### src/rtl/uart_rx.sv
// 8N1 UART receiver: 2-flop synchroniser, free-running oversample tick, mid-bit sampling FSM,
// and a valid/ready holding register with frame-error pulse and sticky overrun flag.
`timescale 1ns/1ps
module uart_rx #(
  parameter int CLK_FREQ   = 100_000_000,
  parameter int BAUD       = 115200,
  parameter int OVERSAMPLE = 16
) (
  input  logic       clk,
  input  logic       rst,
  input  logic       rx,
  output logic [7:0] rx_data,
  output logic       rx_valid,
  input  logic       rx_ready,
  output logic       frame_err,
  output logic       overrun
);

  localparam int DIV = CLK_FREQ / (BAUD * OVERSAMPLE);
  localparam int TW  = (DIV > 1) ? $clog2(DIV) : 1;
  localparam int SW  = $clog2(OVERSAMPLE);
  localparam logic [TW-1:0] TICK_LAST = TW'(DIV - 1);
  localparam logic [SW-1:0] S_MID     = SW'(OVERSAMPLE / 2 - 1);
  localparam logic [SW-1:0] S_LAST    = SW'(OVERSAMPLE - 1);

  typedef enum logic [1:0] {IDLE, START, DATA, STOP} state_t;

  logic          rx_meta_q, rx_s_q;
  logic [TW-1:0] tcnt_q;
  logic          tick;
  state_t        state_q, state_d;
  logic [SW-1:0] scnt_q, scnt_d;
  logic [2:0]    bitcnt_q, bitcnt_d;
  logic [7:0]    shreg_q, shreg_d;
  logic          armed_q, armed_d;
  logic [7:0]    rx_data_q, rx_data_d;
  logic          rx_valid_q, rx_valid_d;
  logic          frame_err_q, frame_err_d;
  logic          overrun_q, overrun_d;
  logic          stop_sample;

  assign tick = (tcnt_q == TICK_LAST);

  // State register plus all datapath registers
  always_ff @(posedge clk or posedge rst) begin
    if (rst) begin
      rx_meta_q   <= 1'b1;
      rx_s_q      <= 1'b1;
      tcnt_q      <= '0;
      state_q     <= IDLE;
      scnt_q      <= '0;
      bitcnt_q    <= '0;
      shreg_q     <= '0;
      armed_q     <= 1'b0;
      rx_data_q   <= '0;
      rx_valid_q  <= 1'b0;
      frame_err_q <= 1'b0;
      overrun_q   <= 1'b0;
    end else begin
      rx_meta_q   <= rx;
      rx_s_q      <= rx_meta_q;
      tcnt_q      <= tick ? '0 : tcnt_q + TW'(1);
      state_q     <= state_d;
      scnt_q      <= scnt_d;
      bitcnt_q    <= bitcnt_d;
      shreg_q     <= shreg_d;
      armed_q     <= armed_d;
      rx_data_q   <= rx_data_d;
      rx_valid_q  <= rx_valid_d;
      frame_err_q <= frame_err_d;
      overrun_q   <= overrun_d;
    end
  end

  // Next-state logic; armed_q blocks a new start until the line has been seen idle (after break)
  always_comb begin
    state_d  = state_q;
    scnt_d   = scnt_q;
    bitcnt_d = bitcnt_q;
    shreg_d  = shreg_q;
    armed_d  = armed_q;
    if (state_q != IDLE && tick) scnt_d = scnt_q + SW'(1);
    case (state_q)
      IDLE: begin
        scnt_d = '0;
        if (rx_s_q) armed_d = 1'b1;
        if (tick && armed_q && !rx_s_q) state_d = START;
      end
      START: begin
        if (tick && scnt_q == S_MID) begin
          scnt_d = '0;
          if (rx_s_q) begin
            state_d = IDLE;
          end else begin
            bitcnt_d = '0;
            state_d  = DATA;
          end
        end
      end
      DATA: begin
        if (tick && scnt_q == S_LAST) begin
          shreg_d  = {rx_s_q, shreg_q[7:1]};
          bitcnt_d = bitcnt_q + 3'd1;
          if (bitcnt_q == 3'd7) state_d = STOP;
        end
      end
      STOP: begin
        if (tick && scnt_q == S_LAST) begin
          state_d = IDLE;
          if (!rx_s_q) armed_d = 1'b0;
        end
      end
      default: state_d = IDLE;
    endcase
  end

  assign stop_sample = (state_q == STOP) && tick && (scnt_q == S_LAST);

  // Output logic: a new load takes precedence over a same-cycle accept
  always_comb begin
    rx_data_d   = rx_data_q;
    rx_valid_d  = rx_valid_q & ~rx_ready;
    frame_err_d = 1'b0;
    overrun_d   = overrun_q;
    if (stop_sample) begin
      if (rx_s_q) begin
        if (rx_valid_q && !rx_ready) begin
          overrun_d = 1'b1;
        end else begin
          rx_data_d  = shreg_q;
          rx_valid_d = 1'b1;
        end
      end else begin
        frame_err_d = 1'b1;
      end
    end
  end

  assign rx_data   = rx_data_q;
  assign rx_valid  = rx_valid_q;
  assign frame_err = frame_err_q;
  assign overrun   = overrun_q;

endmodule

### config.mk
export PLATFORM = sky130hd
export DESIGN_NAME = uart_rx
export DESIGN_NICKNAME = d
export VERILOG_FILES = /design/src/rtl/uart_rx.sv
export SDC_FILE = /design/constraint.sdc
export NUM_CORES = 1
export LEC_CHECK = 0
export CAP_MARGIN = 30
export CELL_PAD_IN_SITES_DETAIL_PLACEMENT = 0
export CELL_PAD_IN_SITES_GLOBAL_PLACEMENT = 1
export CORE_ASPECT_RATIO = 0.5
export CORE_UTILIZATION = 49
export DETAILED_ROUTE_END_ITERATION = 8
export PLACE_DENSITY_LB_ADDON = 0.3
export SYNTH_ARGS = -nofsm -noshare
export SYNTH_HDL_FRONTEND = slang
export SYNTH_SLANG_ARGS = --single-unit
### constraint.sdc
create_clock -name clk -period 3.12 [get_ports clk]
set_input_delay 0.312 -clock clk [delete_from_list [all_inputs] [get_ports clk]]
set_output_delay 0.312 -clock clk [all_outputs]
set_load 0.005 [all_outputs]
==> results of run 1 <==
==> state kept, by name, indices dropped and copies added, names as in the netlist, named ones only <==
register and count:
armed_q 1, bitcnt_q 3, frame_err 1, overrun 1
rx_data 8, rx_meta_q 1, rx_s_q 1, rx_valid 1
scnt_q 4, shreg_q 8, state_q 1, tcnt_q 6
==> final timing paths <==
| check | start | end | slack, ps | depth (start not counted) |
|---|---|---|---|---|
| max | tcnt_q[1] | shreg_q[7] | 980 | 6 |
| min | rx_meta_q | rx_s_q | 360 | 0 |
| max reg2reg | tcnt_q[1] | shreg_q[7] | 980 | 6 |
| min reg2reg | rx_meta_q | rx_s_q | 360 | 0 |
| max in group asynchronous | rst | rx_meta_q | 2340 | 3 |
| min in group asynchronous | rst | rx_data[0] | 420 | 3 |
==> stage by stage <==
stage,cell area (um2),total power [mW],util (%),hold WS (ps),cells
after CTS,2000,0.902,63.1,357,200
after detailed placement,1900,0.508,59.8,347,193
after global placement,1900,0.508,59.8,345,193
final,2000,0.889,63.1,356,200
after global routing,2000,0.927,63.1,370,200
after floorplan,1720,0.500,-,316,135
==> kinds of logic (layout without fill, tap and decap cells) <==
| group | Yosys count | count (layout) | synth area share (%) |
|---|---|---|---|
| flip-flops | 37 | 37 | 54.0 |
| XOR/XNOR | 6 | 6 | 3.06 |
| buffers and inverters | 12 | 29 | 3.20 |
| multiplexers | 18 | 18 | 13.3 |
| AND/OR/NAND/NOR | 36 | 36 | 14.7 |
| AO/OA/AOI/OAI | 21 | 21 | 8.08 |
| adder cells (fa/ha/maj) | 5 | 5 | 3.64 |
==> layout make-up <==
type / instances / share of cell area [%]
sequential: 37 / 46.4
clock inverter: 2 / 1.75
inverter: 7 / 1.31
timing repair buffer: 15 / 7.38
multi-input combinational: 86 / 36.7
tap: 48 / 3.00
clock buffer: 5 / 3.44
==> placed cells by master (no fill, tap or decap), types with 2 or more instances in the layout <==
| master | netlist | layout |
|---|---|---|
| a21oi_1 | 5 | 5 |
| clkbuf_8 | 0 | 5 |
| inv_1 | 7 | 7 |
| nand2b_1 | 2 | 2 |
| mux2_4 | 7 | 7 |
| o21ai_0 | 5 | 5 |
| o31ai_1 | 3 | 3 |
| nor3_1 | 3 | 3 |
| xnor2_1 | 4 | 4 |
| clkdlybuf4s50_1 | 0 | 14 |
| a31oi_1 | 2 | 2 |
| nand3_1 | 6 | 6 |
| nor2_1 | 8 | 8 |
| dfrtp_1 | 35 | 35 |
| dfstp_2 | 2 | 2 |
| ha_1 | 5 | 5 |
| nand2_1 | 7 | 7 |
| xor2_1 | 2 | 2 |
| mux2_2 | 10 | 10 |
| nand4_4 | 2 | 2 |
| a22o_1 | 3 | 3 |
==> power groups by stage <==
stage	clock network [mW]	registers, mW	logic, mW
final	0.391	0.484	0.0138
after CTS	0.404	0.484	0.0149
after global routing	0.427	0.484	0.0162
after detailed placement	0	0.493	0.0148
after floorplan	0	0.491	0.00915
after global placement	0	0.493	0.0148
==> critical path, delay by kind of cell, from the launching register on <==
family | cells | cell delay, ps
mux | 1 | 400
fa+ha+maj | 1 | 200
simple gates | 3 | 930
flops | 1 | 420
buf+inv | 1 | 70
==> per-layer routing <==
metal | vias to the layer above | part of all wire, % | wire length [um] | track usage [%]
li1 | 512 | - | - | -
met1 | 501 | 55 | 1450 | 23.8
met2 | 16 | 41 | 1080 | 24.8
met3 | 4 | 3.1 | 81 | 7.24
met4 | 0 | 1.4 | 38 | 7.33
met5 | - | 0 | 0 | 0
==> run metrics, run 1 <==
slowest stage delay, CP 580 ps; register area share after synthesis 54.0%; syn_nets 144; DR WL/cell 13.2 um; min cycle time layout 2140 ps; Max VDD drop 370 uV; Layout Nets between 150 and 200; flip-flop and latch area 928 um2; CP required 3290 ps; Rows 14; critical path class flop to flop; DIE AREA between 0.003 and 0.004 mm2; cell with the most instances after synthesis dfrtp_1; Int Power 0.718 mW; Tcrit/Tclk final 68.4%; global-route wire length before repair ~4.8 mm; Max Fclk approximately 470 MHz; Pleak roughly 0.86 nW; top-area cell type share of the netlist area 51.0%; WL final 2.65 mm; Seq cells post-synth 37; Worst Max-Slew Pin Slew 630 ps; final count of hold timing violations 0; setup violators final 0; I/O Buffers 14; cts bufs inserted 5; H-Tree Level Count 2; Max Slew Vio Count 0; Max-cap violations 0; antenna violations before repair 0; ant diodes 0; postcts setup bufs 0; DRC Markers 0; crit path cell chain inv_1 > ha_1 > nand3b_4 > nor2_4 > nor3b_4 > mux2_2; NetSw 0.171 mW; Startpoint Class flop; status complete, no violations; Clock Latency Late Sink 290 ps; Clock Path Buffers 2; post-synthesis cell count 135; gr usage total 17.5%; gr ovfl total 0; post-cts gate resize count 0; fill count 247; Vias 1033; largest net degree at the start of global routing 38; Worst EP arrival 2310 ps; GP Congestion slightly below 0.8; Synth area leader dfrtp_1; drt first pass iters 4; RSZ-0062 raised after global routing no; share of async-settable or async-resettable flops after synthesis 100%; multi-input logic area 734 um2; Setup TNS Final 0 ps; Setup WS post-layout just under 1000 ps; Place WS approximately 960 ps; yosys warns 0; Logic pwr share 1.6%; Synth top cells by count dfrtp_1, mux2_2, nor2_1; post-synth cell types 35; post-route ant nets 0; ys flop type dfrtp_1; Post-synth EDFFs 0; Die Span Y 43.9 um; Clock power frac 44.0%; Die X ~86 um; vias in the first global route 1009; Clock Sink Count 37; Area contributors post-synth dfrtp_1, mux2_2, mux2_4; sequential share of power 54.4%; Detailed Route Iter0 Violations 53; Via density 5.17; Clock Skew 9.67 ps; CP Capture Type flop; Sw Share about a fifth; Post-Syn Area 0.00172 mm2; slowest CP cell nor3b_4; Initial Util a little over half; syn avg cell area 12.7 um2; DP HPWL approximately 1.8 mm; Core Box Area 0.00317 mm2; CTS tree done; pwr/cell area 444 mW/mm2; Max Fanout on Critical Path 11; hold_buf cts 0; worst hold-check path type flop to flop; Max-slew headroom 58.0%; Reg clk slew, reported paths about 70 ps; Root Buffer clkbuf_8; num ports 15; layout overhead on the synthesized area 16.5%; share of layout cells above drive strength 1 23.0%
No activity file was read; power rests on OpenSTA's default activity.
==> run 2: changes to the inputs <==
--- a/config.mk
+++ b/config.mk
@@ -9,7 +9,7 @@
 export CELL_PAD_IN_SITES_DETAIL_PLACEMENT = 0
 export CELL_PAD_IN_SITES_GLOBAL_PLACEMENT = 1
 export CORE_ASPECT_RATIO = 0.5
-export CORE_UTILIZATION = 49
+export CORE_UTILIZATION = 46
 export DETAILED_ROUTE_END_ITERATION = 8
 export PLACE_DENSITY_LB_ADDON = 0.3
 export SYNTH_ARGS = -nofsm -noshare
==> constraint.sdc (replaced) <==
create_clock -name clk -period 2 [get_ports clk]
set_input_delay 0.2 -clock clk [delete_from_list [all_inputs] [get_ports clk]]
set_output_delay 0.2 -clock clk [all_outputs]
set_load 0.005 [all_outputs]
==> run 2 against run 1 <==
Effect of this change:
- sequential power is 56% higher
- core utilization is 3.9 points lower
- combinational power is 58% higher
- clock skew is 4.8 ps lower
- first-iteration DRC count is 51% lower
- register-to-register slack worse by 830 ps
- sequential share of layout area is 1.7 points lower
- via count is 0.68% higher
- clock-buffer cell count is 1 higher
- clock power is 73% higher
- wire length is 1.7% higher
==> run metrics, run 2 (synthesis gave the netlist of run 1 again) <==
setup violators final 0; Vias about 1000; status complete, no violations; DRC Markers 0; Max Fanout on Critical Path 8; H-Tree Level Count 2; DIE AREA between 0.003 and 0.004 mm2; worst hold-check path type input port to asynchronous set/reset pin; Max-slew headroom 69.9%; postcts setup bufs 0; met3 wire length 112 um; Max Fclk 541 MHz; Setup TNS Final 0 ps; Setup crit start scnt_q[0]; Core Box Area around 0.0035 mm2; post-route ant nets 0; post-cts gate resize count 0; Initial Util between 40% and 50%; Clock Latency Late Sink 290 ps; Die X slightly below 90 um; GP Congestion ~0.76; Clock Sink Count 37; Startpoint Class flop; share of layout cells above drive strength 1 26.4%; gr usage total around 17%; reg2reg start scnt_q[0]; hold_buf cts 0; M1 WL around 1.4 mm; Via density around 5.0; gr ovfl total 0; global-route wire length before repair 4.75 mm; min cycle time layout 1850 ps; I/O Buffers 14; Detailed Route Iter0 Violations 26; top sig layer met4; Pleak 0.896 nW; Worst EP arrival 2030 ps; commonest non-fill, non-tap cell in the layout dfrtp_1; Max Slew Vio Count 0; vias in the first global route between 1000 and 1500; final count of hold timing violations 0; cell count after placement 202; antenna violations before repair 0; CTS tree done; Layout Nets about 170; critical path class flop to flop; FF-to-FF setup slack 150 ps; metal2 WL 1.15 mm; pwr/cell area 699 mW/mm2; WL final 2.69 mm; Clock Path Buffers 2; Root Buffer clkbuf_8; largest net degree at the start of global routing 38; DP HPWL 1.88 mm; RSZ-0062 raised after global routing no; capturing point of the worst reg2reg path shreg_q[7]; CP required 2180 ps; Post-Layout Cell Count 210; DR WL/cell 12.8 um; commonest non-fill, non-tap cells in the layout dfrtp_1, clkdlybuf4s50_1, mux2_2; Max VDD drop approximately 400 uV; Clock Skew 4.87 ps; num ports 15; Tcrit/Tclk final 92.5%; Worst Max-Slew Pin Slew 451 ps; Die Span Y 45.2 um; fill count 289; worst reg2reg path depth 6; Rows 15; Reg clk slew, reported paths 80 ps; drt first pass iters 4; Max-cap violations 0; ant diodes 0; CP Capture Type flop; cts bufs inserted 5; CP endpoint shreg_q[7]; layout overhead on the synthesized area 21.0%
[run 2: worst min-delay path by stage]
stage,start,end,cells after the start
finish,rst,bitcnt_q[0],3
global route,rx,rx_meta_q,1
CTS,rx,rx_meta_q,1
detailed placement,rx_meta_q,rx_s_q,0
global placement,rx_meta_q,rx_s_q,0
floorplan,rx,rx_meta_q,0
[run 2: layout make-up]
class,instances,area [um2],share of cell area [%]
Clock buffer,6,82.6,3.97
Clock inverter,2,37.5,1.81
Inverter,7,26.3,1.26
Multi-Input combinational cell,86,734,35.3
Sequential cell,37,928,44.7
Tap cell,51,63.8,3.07
Timing Repair Buffer,21,205,9.87
[run 2: report_power, final]
part / switching, mW / total [mW] / leakage [nW] / internal [mW]
registers: 0.00346 / 0.755 / 0.485 / 0.751
clock network: 0.270 / 0.675 / 0.0574 / 0.405
logic: 0.0149 / 0.0218 / 0.353 / 0.00697
total: 0.288 / 1.45 / 0.896 / 1.16
[run 2: through the flow]
stage | worst slack, ps | area (um2) | hold WS (ps) | utilization (%) | total power, mW
floorplan | 236 | 1720 | 204 | - | 0.780
global placement | 147 | 1960 | 346 | 55.8 | 0.793
detailed placement | 136 | 1960 | 349 | 55.8 | 0.792
CTS | 131 | 2080 | 305 | 59.2 | 1.47
global route | 26.2 | 2080 | 304 | 59.2 | 1.50
finish | 151 | 2080 | 311 | 59.2 | 1.45
[run 2: per-layer routing]
metal  global-route usage, %  vias up
li1                        -      521
met1                    21.7      501
met2                    25.1       14
met3                    6.03        4
met4                    6.77        0
met5                       0        -
[run 2: worst max-delay path, cell delays in order (launching register included)]
cell     delay (ps)
dfrtp_1         410
ha_1            250
nand4_4         170
nor2_4          120
nor3b_4         280
buf_12          180
mux2_2          330
